### config.mk
export PLATFORM = sky130hd
export DESIGN_NAME = pixel_stream_transmitter
export DESIGN_NICKNAME = d
export VERILOG_FILES = /design/src/rtl/pixel_stream_transmitter_pkg.sv /design/src/rtl/pixel_image_buffer.sv /design/src/rtl/pixel_stream_transmitter.sv
export SDC_FILE = /design/constraint.sdc
export NUM_CORES = 1
export LEC_CHECK = 0
export ABC_AREA = 1
export CAP_MARGIN = 20
export CORE_ASPECT_RATIO = 1.25
export CORE_UTILIZATION = 35
export CTS_BUF_LIST = sky130_fd_sc_hd__clkbuf_4 sky130_fd_sc_hd__clkbuf_8
export CTS_CLUSTER_DIAMETER = 100
export DETAILED_ROUTE_END_ITERATION = 6
export DONT_BUFFER_PORTS = 1
export GPL_ROUTABILITY_DRIVEN = 0
export PLACE_DENSITY = 0.49
export SLEW_MARGIN = 20
export SYNTH_ARGS = -nofsm -noshare
export SYNTH_HDL_FRONTEND = slang
export SYNTH_SLANG_ARGS = --single-unit
### constraint.sdc
create_clock -name clk -period 2.4 [get_ports clk]
set_input_delay 0.48 -clock clk [delete_from_list [all_inputs] [get_ports clk]]
set_output_delay 0.48 -clock clk [all_outputs]
set_load 0.02 [all_outputs]
### src/rtl/pixel_stream_transmitter_pkg.sv
// Shared definitions for the pixel stream transmitter and the input layer it feeds.
package pixel_stream_transmitter_pkg;

    localparam logic TRUE  = 1'b1;
    localparam logic FALSE = 1'b0;

    localparam int PIXEL_COUNT_DEFAULT = 784;
    localparam int WORD_WIDTH_DEFAULT  = 16;
    localparam int INDEX_WIDTH_DEFAULT = 10;

    typedef enum logic [1:0] {
        LOAD       = 2'd0,
        WAIT_READY = 2'd1,
        STREAM     = 2'd2,
        GAP        = 2'd3
    } txState_t;

    function automatic int ceilDiv(input int num, input int den);
        return (num + den - 1) / den;
    endfunction

endpackage

### src/rtl/pixel_image_buffer.sv
// Word-addressed image store with a single-bit read port indexed by pixel number.
module pixel_image_buffer #(
    parameter int WORD_COUNT  = 49,
    parameter int WORD_WIDTH  = 16,
    parameter int INDEX_WIDTH = 10,
    parameter int ADDR_WIDTH  = $clog2(WORD_COUNT)
) (
    input  logic                   clk,
    input  logic                   writeEnable,
    input  logic [ADDR_WIDTH-1:0]  writeAddr,
    input  logic [WORD_WIDTH-1:0]  writeData,
    input  logic [INDEX_WIDTH-1:0] readIndex,
    output logic                   readBit
);
    localparam int BIT_WIDTH = $clog2(WORD_WIDTH);

    logic [WORD_WIDTH-1:0] mem [WORD_COUNT];
    logic [ADDR_WIDTH-1:0] readWord;
    logic [BIT_WIDTH-1:0]  readSel;

    // NOTE: storage has no reset; every word is rewritten before it is read,
    // and leaving it out keeps the array out of the reset tree.
    always_ff @(posedge clk) begin
        if (writeEnable) begin
            mem[writeAddr] <= writeData;
        end
    end

    // Pixel i lives in word i/WORD_WIDTH, bit i%WORD_WIDTH (power-of-two word width).
    assign readWord = ADDR_WIDTH'(readIndex >> BIT_WIDTH);
    assign readSel  = readIndex[BIT_WIDTH-1:0];
    assign readBit  = mem[readWord][readSel];

endmodule

### src/rtl/pixel_stream_transmitter.sv
// Loads one packed image over valid/ready, then serializes it one pixel per cycle to the input layer.
module pixel_stream_transmitter
    import pixel_stream_transmitter_pkg::*;
#(
    parameter int PIXEL_COUNT = PIXEL_COUNT_DEFAULT,
    parameter int WORD_WIDTH  = WORD_WIDTH_DEFAULT,
    parameter int INDEX_WIDTH = INDEX_WIDTH_DEFAULT
) (
    input  logic                   clk,
    input  logic                   reset,
    input  logic [WORD_WIDTH-1:0]  wordIn,
    input  logic                   wordValid,
    output logic                   wordReady,
    input  logic                   readyForInputs,
    output logic                   inputsInbound,
    output logic                   pixelValue,
    output logic [INDEX_WIDTH-1:0] pixelIndex,
    output logic                   imageSent,
    output logic                   busy
);
    localparam int WORD_COUNT = ceilDiv(PIXEL_COUNT, WORD_WIDTH);
    localparam int ADDR_WIDTH = $clog2(WORD_COUNT);

    txState_t state, nextState;

    logic [ADDR_WIDTH-1:0]  wordCount, wordCountNext;
    logic [INDEX_WIDTH-1:0] pixelIndexNext;
    logic wordReadyNext, inboundNext, pixelValueNext, imageSentNext, busyNext;
    logic transfer, bufferBit;

    assign transfer = wordValid && wordReady;

    pixel_image_buffer #(
        .WORD_COUNT (WORD_COUNT),
        .WORD_WIDTH (WORD_WIDTH),
        .INDEX_WIDTH(INDEX_WIDTH),
        .ADDR_WIDTH (ADDR_WIDTH)
    ) imageBuffer (
        .clk        (clk),
        .writeEnable(transfer),
        .writeAddr  (wordCount),
        .writeData  (wordIn),
        .readIndex  (pixelIndexNext),
        .readBit    (bufferBit)
    );

    // NOTE: sequential state uses non-blocking assignments so every register
    // samples pre-edge values, independent of process ordering.
    always_ff @(posedge clk) begin
        if (reset) begin
            state <= LOAD;
        end else begin
            state <= nextState;
        end
    end

    // NOTE: each combinational output gets a default first so no path infers a latch.
    always_comb begin
        nextState = state;
        case (state)
            LOAD:       if (transfer && wordCount == ADDR_WIDTH'(WORD_COUNT - 1)) nextState = WAIT_READY;
            WAIT_READY: if (readyForInputs) nextState = STREAM;
            STREAM:     if (pixelIndex == INDEX_WIDTH'(PIXEL_COUNT - 1)) nextState = GAP;
            GAP:        nextState = LOAD;
            default:    nextState = LOAD;
        endcase
    end

    // Outputs are computed from the next state and registered, so none depends combinationally on inputs.
    always_comb begin
        wordCountNext = wordCount;
        if (state == GAP) begin
            wordCountNext = '0;
        end else if (transfer) begin
            wordCountNext = wordCount + ADDR_WIDTH'(1);
        end

        pixelIndexNext = '0;
        if (state == STREAM && nextState == STREAM) begin
            pixelIndexNext = pixelIndex + INDEX_WIDTH'(1);
        end

        wordReadyNext  = (nextState == LOAD);
        inboundNext    = (nextState == STREAM);
        imageSentNext  = (nextState == GAP);
        pixelValueNext = inboundNext && bufferBit;
        busyNext       = !(nextState == LOAD && wordCountNext == '0);
    end

    always_ff @(posedge clk) begin
        if (reset) begin
            wordCount     <= '0;
            pixelIndex    <= '0;
            wordReady     <= TRUE;
            inputsInbound <= FALSE;
            pixelValue    <= FALSE;
            imageSent     <= FALSE;
            busy          <= FALSE;
        end else begin
            wordCount     <= wordCountNext;
            pixelIndex    <= pixelIndexNext;
            wordReady     <= wordReadyNext;
            inputsInbound <= inboundNext;
            pixelValue    <= pixelValueNext;
            imageSent     <= imageSentNext;
            busy          <= busyNext;
        end
    end

endmodule

==> results.toml, run 1 <==
[setup_path]
reg2reg_slack_ps = -580
r2r_start = "pixelIndex[1]"
cpPeakStageDelay_ps = 340
r2r_cells = 23
critPathTopFamily = "simple AND/OR/NAND/NOR gates"
startpoint = "pixelIndex[1]"
crit_buf_inv = 6
cp_common_cell = "nand3_1"
crit_type = "flop to flop"
worstPathArrival_ps = 3680
required_ps = 3100
worstSetupStartpointType = "flop"
crit_path_end_kind = "flop"
worstSetupEndpoint = "pixelValue"
cp_max_fo = 7
crit_slowest_cell = "dfxtp_2"
reg2reg_to = "pixelValue"
worstPathCellList = "ha_4 -> nand2_4 -> nor2_4 -> nand4_1 -> nand4_4 -> buf_6 -> nor2_4 -> buf_12 -> buf_16 -> buf_12 -> buf_12 -> buf_4 -> nand3_1 -> nand3_1 -> nand3_1 -> nand3_2 -> nand3_1 -> nand3_1 -> nand3_2 -> nand2_1 -> nor2_1 -> nor2_1 -> nor2_1"
cp.depth = 23

[timing]
hold_viol = 0
period_needed_ps = 2985
fin_ws_ps = -584.8
period_share = 1.244
finalMaxSlewViolations = 0
max_freq_ghz = 0.3350
tightest_slew_ps = 604.4
slew_headroom = 0.5957
rsz0062_at_grt = "true"
fin_skew_ps = 32.47
setup_viol = 1

[power_and_ir_drop]
comb_power_share = 0.021
power.density_nw_per_um2 = 667.7
clkPwrFrac = 0.426
leakagePower_nw = 15.16
internal_power_mw = 22.11
ir_worst_vdd_uv = 510.7
power.sequential.fraction = 0.553
switching_share = 0.2126
p_switching_mw = 5.968

[clocking]
clk_latency_ps = 800
cts_made_buffers = 130
cts_tree = "built"
clockBufferDepth = 3
clk_pin_slew_ps = 60
cts_max_level = 4
clockRootBuffer = "clkbuf_8"
clock-sinks = 807

[global_route]
antenna_found_initial = 5
grt_first_pass_wirelength_um = 144900
first_global_vias = 21860
grtUsageTotal = 0.2110
grt_max_degree = 59
grt.overflow.total = 0

[route]
initialDrtViolationCount = 1942
routed-wl-met2_um = 51810
top_layer = "met4"
wl_met3_um = 5614
firstDrtPassIters = 7
wirelength_um = 104800
post_drt_wl_per_cell_um = 24.15
vias = 22950
viasPerCell = 5.291
ant_nets = 0
remaining_drc_errors = 3
m1WireLength_um = 43260

[die]
dieArea_sq_um = 94290
ios = 35
fp-row-count = 124
die_w_um = 274.9
initial_utilization = 0.3546
die_h_um = 343.1
core_area_sq_um = 91850

[run_status]
violations = "DRC, setup timing"
outcome = "finished, violations left"

[synth]
syn_nets = 2766
syn_avg_cell_area_sq_um = 11.87
yosysWarnings = 0
seq_area_frac_synth = 0.7369
ys_seq_elements = 807
syn_area_sq_um = 32570
synthCells = 2743
ys_types = 28

[finish]
fillCellCount = 8181
layout.nets = 3058
drive_above_1_share = 0.2518
utilization = 0.4578
area_growth_pct = 29.10
final_cells = 4338

[job]
maxCapViolations = 0

[placed_design]
dp_hpwl_um = 58130
placed_cells = 4004
io_buffers = 0
place_ws_ps = -732.3

[worst_hold_path]
hold_class = "input port to flop"
hold_path_depth = 1
==> worst reg2reg max path, delay by kind of cell (launching register included) <==
family        cells  cell delay [ps]
flops             1              340
simple gates     16             1440
fa+ha+maj         1              170
buf+inv           6              930
==> cell families after synthesis <==
logic type / after synthesis / synth area share
DFF: 807 / 0.7369
buffers and inverters: 204 / 0.02908
and+or+nand+nor: 1695 / 0.2270
AOI/OAI and AO/OA: 33 / 0.005570
xor gates and xnor gates: 1 / 0.0002689
adders and majority gates: 3 / 0.001153
==> timing repair <==
item                       in CTS  in global routing
setup buffers                   4                 26
setup endpoints to repair       1                  8
pin swaps                       3                102
gates cloned                    3                 29
hold endpoints to repair      807                 10
resized for setup              25                334
hold buffers                   35                  1
==> cells in the final DEF (no fill, tap or decap), types with 25 or more instances in the layout <==
cell type and count:
inv_1 31, buf_16 31, clkbuf_8 137, nand3_4 32, nand2_1 795, buf_4 144
buf_12 73, nand3_1 556, nand3_2 189, clkbuf_4 45, nor2_1 80, edfxtp_1 784
buf_6 26, clkbuf_16 25
==> power by group through the flow <==
stage	clock network, mW	registers (mW)	logic [mW]
after floorplan	0	15.8	0.110
after global placement	0	15.8	0.184
after detailed placement	0	15.8	0.186
after CTS	12.2	15.5	0.564
after global routing	12.7	15.5	0.624
final	12.0	15.5	0.594
==> synth_stat cells <==
library cell,count,area [sq um]
nand2_1,813,3052
edfxtp_1,784,23540
nand3_1,777,3889
buf_2,124,620.6
nor2_1,87,326.6
inv_1,33,123.9
clkbuf_1,31,116.4
dfxtp_1,23,460.4
a21oi_1,17,85.08
o21ai_0,10,50.05
buf_4,7,52.55
nor3_1,6,30.03
buf_1,5,18.77
nand4_1,5,31.28
inv_2,4,15.01
ha_1,3,37.54
nor2_2,2,12.51
o211ai_1,2,15.01
a21boi_0,1,7.510
a31o_2,1,8.760
a31oi_1,1,6.260
nand2_2,1,6.260
nand3b_1,1,7.510
nand4_4,1,21.27
nor2_4,1,11.26
o31a_1,1,8.760
or3_1,1,6.260
xnor2_1,1,8.760
==> through the flow <==
stage                     area [sq um]  power (mW)  TNS [ps]  hold WS, ps
after floorplan                  32580       15.93    -136.5        570.0
after global placement           35980       16.00    -785.5        570.2
after detailed placement         35980       16.00    -732.3        572.4
after CTS                        39470       28.26    -690.2       -310.1
after global routing             42050       28.87    -763.8        17.39
final                            42050       28.08    -584.8        49.39
==> cell type report <==
type	instances	area, sq um	area share
flip-flops and latches	807	24010	0.5709
repair inverters	1	11.26	0.0002678
well taps	1197	1498	0.03562
repair buffers	326	4642	0.1104
diodes	4	10.01	0.0002380
clock inverters	52	370.4	0.008808
clock buffers	182	2223	0.05288
multi-input cells	1732	9119	0.2169
inverters	37	170.2	0.004047
==> sequential cells by signal, summed over array words and instances (netlist names) <==
signal	count
imageBuffer.mem	784
pixelIndex	10
wordCount	6
state	2
busy	1
imageSent	1
inputsInbound	1
pixelValue	1
wordReady	1
==> per-layer routing <==
metal | vias to the layer above | GRT usage
met2 | 800 | 0.3534
met4 | 0 | 0.08610
li1 | 10400 | -
met1 | 11560 | 0.2692
met3 | 192 | 0.03779
met5 | - | 0
==> how the worst min path moves through the flow <==
stage	from	endpoint	slack (ps)
2_1_floorplan	reset	inputsInbound	570
3_5_place_dp	reset	pixelIndex[8]	570
5_1_grt	wordIn[7]	imageBuffer.mem[14][7]	20
6_report	wordIn[7]	imageBuffer.mem[14][7]	50
3_3_place_gp	reset	wordCount[1]	570
4_1_cts	reset	pixelIndex[0]	-310
Note: power is estimated with default switching activity, not from simulation.
==> run 2, diff against run 1 <==
- PLACE_DENSITY: 0.49 -> 0.47
- REMOVE_ABC_BUFFERS: not set -> 1
- clock period: 2.4 -> 3.4 ns (I/O delays scaled with it)
==> run 2 against run 1 <==
Compared with the run above:
- the run ends with DRC left
- cell area is 8.1% lower
- worst setup slack improved by 750 ps
- global-route usage is 0.12 points higher
- flip-flop and latch count did not move
- critical path depth is 3 lower
- power shrank 29%
- die area unchanged
- first-iteration DRC count up 5.2%
- non-clock buffer count fell by 141
- cell count decreased by 3.2%
- routed wire length fell by 3.2%
- largest cell class unchanged
==> results.toml, run 2 (synthesis gave the netlist of run 1 again) <==
[setup_path]
crit_type = "flop to flop"
r2r_start = "pixelIndex[0]"
reg2reg_slack_ps = 170
required_ps = 4080
r2r_cells = 20
cp_max_fo = 17
worstPathArrival_ps = 3920
reg2reg_to = "pixelValue"
worstSetupStartpointType = "flop"
crit_path_end_kind = "flop"

[die]
die_w_um = 274.9
dieArea_sq_um = 94290
initial_utilization = 0.3546
core_area_sq_um = 91850
die_h_um = 343.1
fp-row-count = 124
ios = 35

[placed_design]
dp_hpwl_um = 56200
placed_cells = 3920
place_ws_ps = -48.94
io_buffers = 0

[finish]
fillCellCount = 8636
largest_reg_flops = 784
mostFrequentLayoutCells = "812 x nand2_1, 784 x edfxtp_1, 759 x nand3_1, 144 x clkbuf_8, 108 x buf_4"
mostFrequentLayoutCell = "nand2_1"
final_cells = 4198
top_register = "imageBuffer.mem"
layout.nets = 2920
reg.largest.list = "imageBuffer.mem x784, pixelIndex x10, wordCount x6"
drive_above_1_share = 0.1467
area_growth_pct = 18.68

[route]
viasPerCell = 5.266
vias = 22110
ant_nets = 0
post_drt_wl_per_cell_um = 24.16
initialDrtViolationCount = 2043
firstDrtPassIters = 7
remaining_drc_errors = 3
wirelength_um = 101400

[power_and_ir_drop]
ir_worst_vdd_uv = 331.7
power.density_nw_per_um2 = 513.9
leakagePower_nw = 13.69

[timing]
period_share = 0.9508
slew_headroom = 0.3482
fin_ws_ps = 167.3
hold_ws_ps = 126.7
setup_viol = 0
tightest_slew_ps = 974.6
max_freq_ghz = 0.3093
hold_viol = 0
finalMaxSlewViolations = 0
period_needed_ps = 3233
fin_skew_ps = 43.05

[clocking]
cts_max_level = 4
clockRootBuffer = "clkbuf_8"
cts_made_buffers = 133
clk_pin_slew_ps = 70
cts_tree = "built"
clock-sinks = 807
clockBufferDepth = 3
clk_latency_ps = 810

[run_status]
outcome = "finished, violations left"
violations = "DRC"

[worst_hold_path]
hold_class = "input port to flop"
worstHoldStart = "reset"
hold_path_depth = 2
min_to = "inputsInbound"

[global_route]
grt.overflow.total = 0
grt_first_pass_wirelength_um = 145000
grtUsageTotal = 0.2122
antenna_found_initial = 6
first_global_vias = 21560
grt_max_degree = 74

[job]
maxCapViolations = 0
run 2: worst max-delay path, cell delays in order, from the launching register on:
cell,delay (ps)
dfxtp_1,330
ha_1,210
nand2_1,120
nor2_2,50
nand4_1,160
nand4_4,180
nor2_4,270
buf_12,180
buf_16,180
buf_16,180
nand3_1,90
nand3_1,90
nand3_1,150
nand3_1,190
nand2_1,120
nand3_1,120
nand3_1,80
nand2_1,90
nor2_1,50
nor2_1,130
nor2_1,70
run 2: through the flow:
stage                 util  cell area [sq um]  total power [mW]  setup TNS [ps]
floorplan                -              31760             11.24          -16030
global placement    0.3799              34890             11.31          -126.4
detailed placement  0.3799              34890             11.31          -48.94
CTS                 0.4140              38020             20.07               0
global route        0.4209              38660             20.48          -9.998
finish              0.4209              38660             19.87               0
run 2: worst max path at each step:
stage / from / to / cells past startpoint
after floorplan: pixelIndex[0] / pixelValue / 18
after global placement: readyForInputs / pixelValue / 18
after detailed placement: readyForInputs / pixelValue / 18
after CTS: pixelIndex[0] / pixelValue / 20
after global routing: pixelIndex[0] / pixelValue / 20
final: pixelIndex[0] / pixelValue / 20
run 2: what timing repair did:
action	in CTS	in global routing
buffers inserted	4	6
gates resized for setup	3	51
hold endpoints to repair	804	0
hold buffers	17	0
pin swaps	2	4
gates cloned	1	11
setup endpoints to repair	1	1
run 2: where the power goes:
| part | internal [mW] | total [mW] | switching, mW | leakage [nW] |
|---|---|---|---|---|
| Clock | 4.60 | 8.51 | 3.91 | 1.41 |
| Sequential | 10.9 | 11.0 | 0.0121 | 7.24 |
| Combinational | 0.0948 | 0.405 | 0.311 | 5.04 |
run 2: routing by layer:
| layer | track usage | part of all wire |
|---|---|---|
| met3 | 0.04318 | 0.058 |
| met1 | 0.2787 | 0.43 |
| met5 | 0 | 0.00035 |
| met4 | 0.07413 | 0.029 |
| met2 | 0.3483 | 0.48 |
run 2: area by class of cell:
cell class	instances	area, sq um	share of cell area
clock buffer	193	2350	0.06078
inverter	37	160.2	0.004143
timing repair buffer	185	2577	0.06668
antenna	1	2.502	0.00006473
sequential	807	24000	0.6209
multi-input combinational	1733	7791	0.2015
clock inverter	45	275.3	0.007121
tap	1197	1498	0.03874
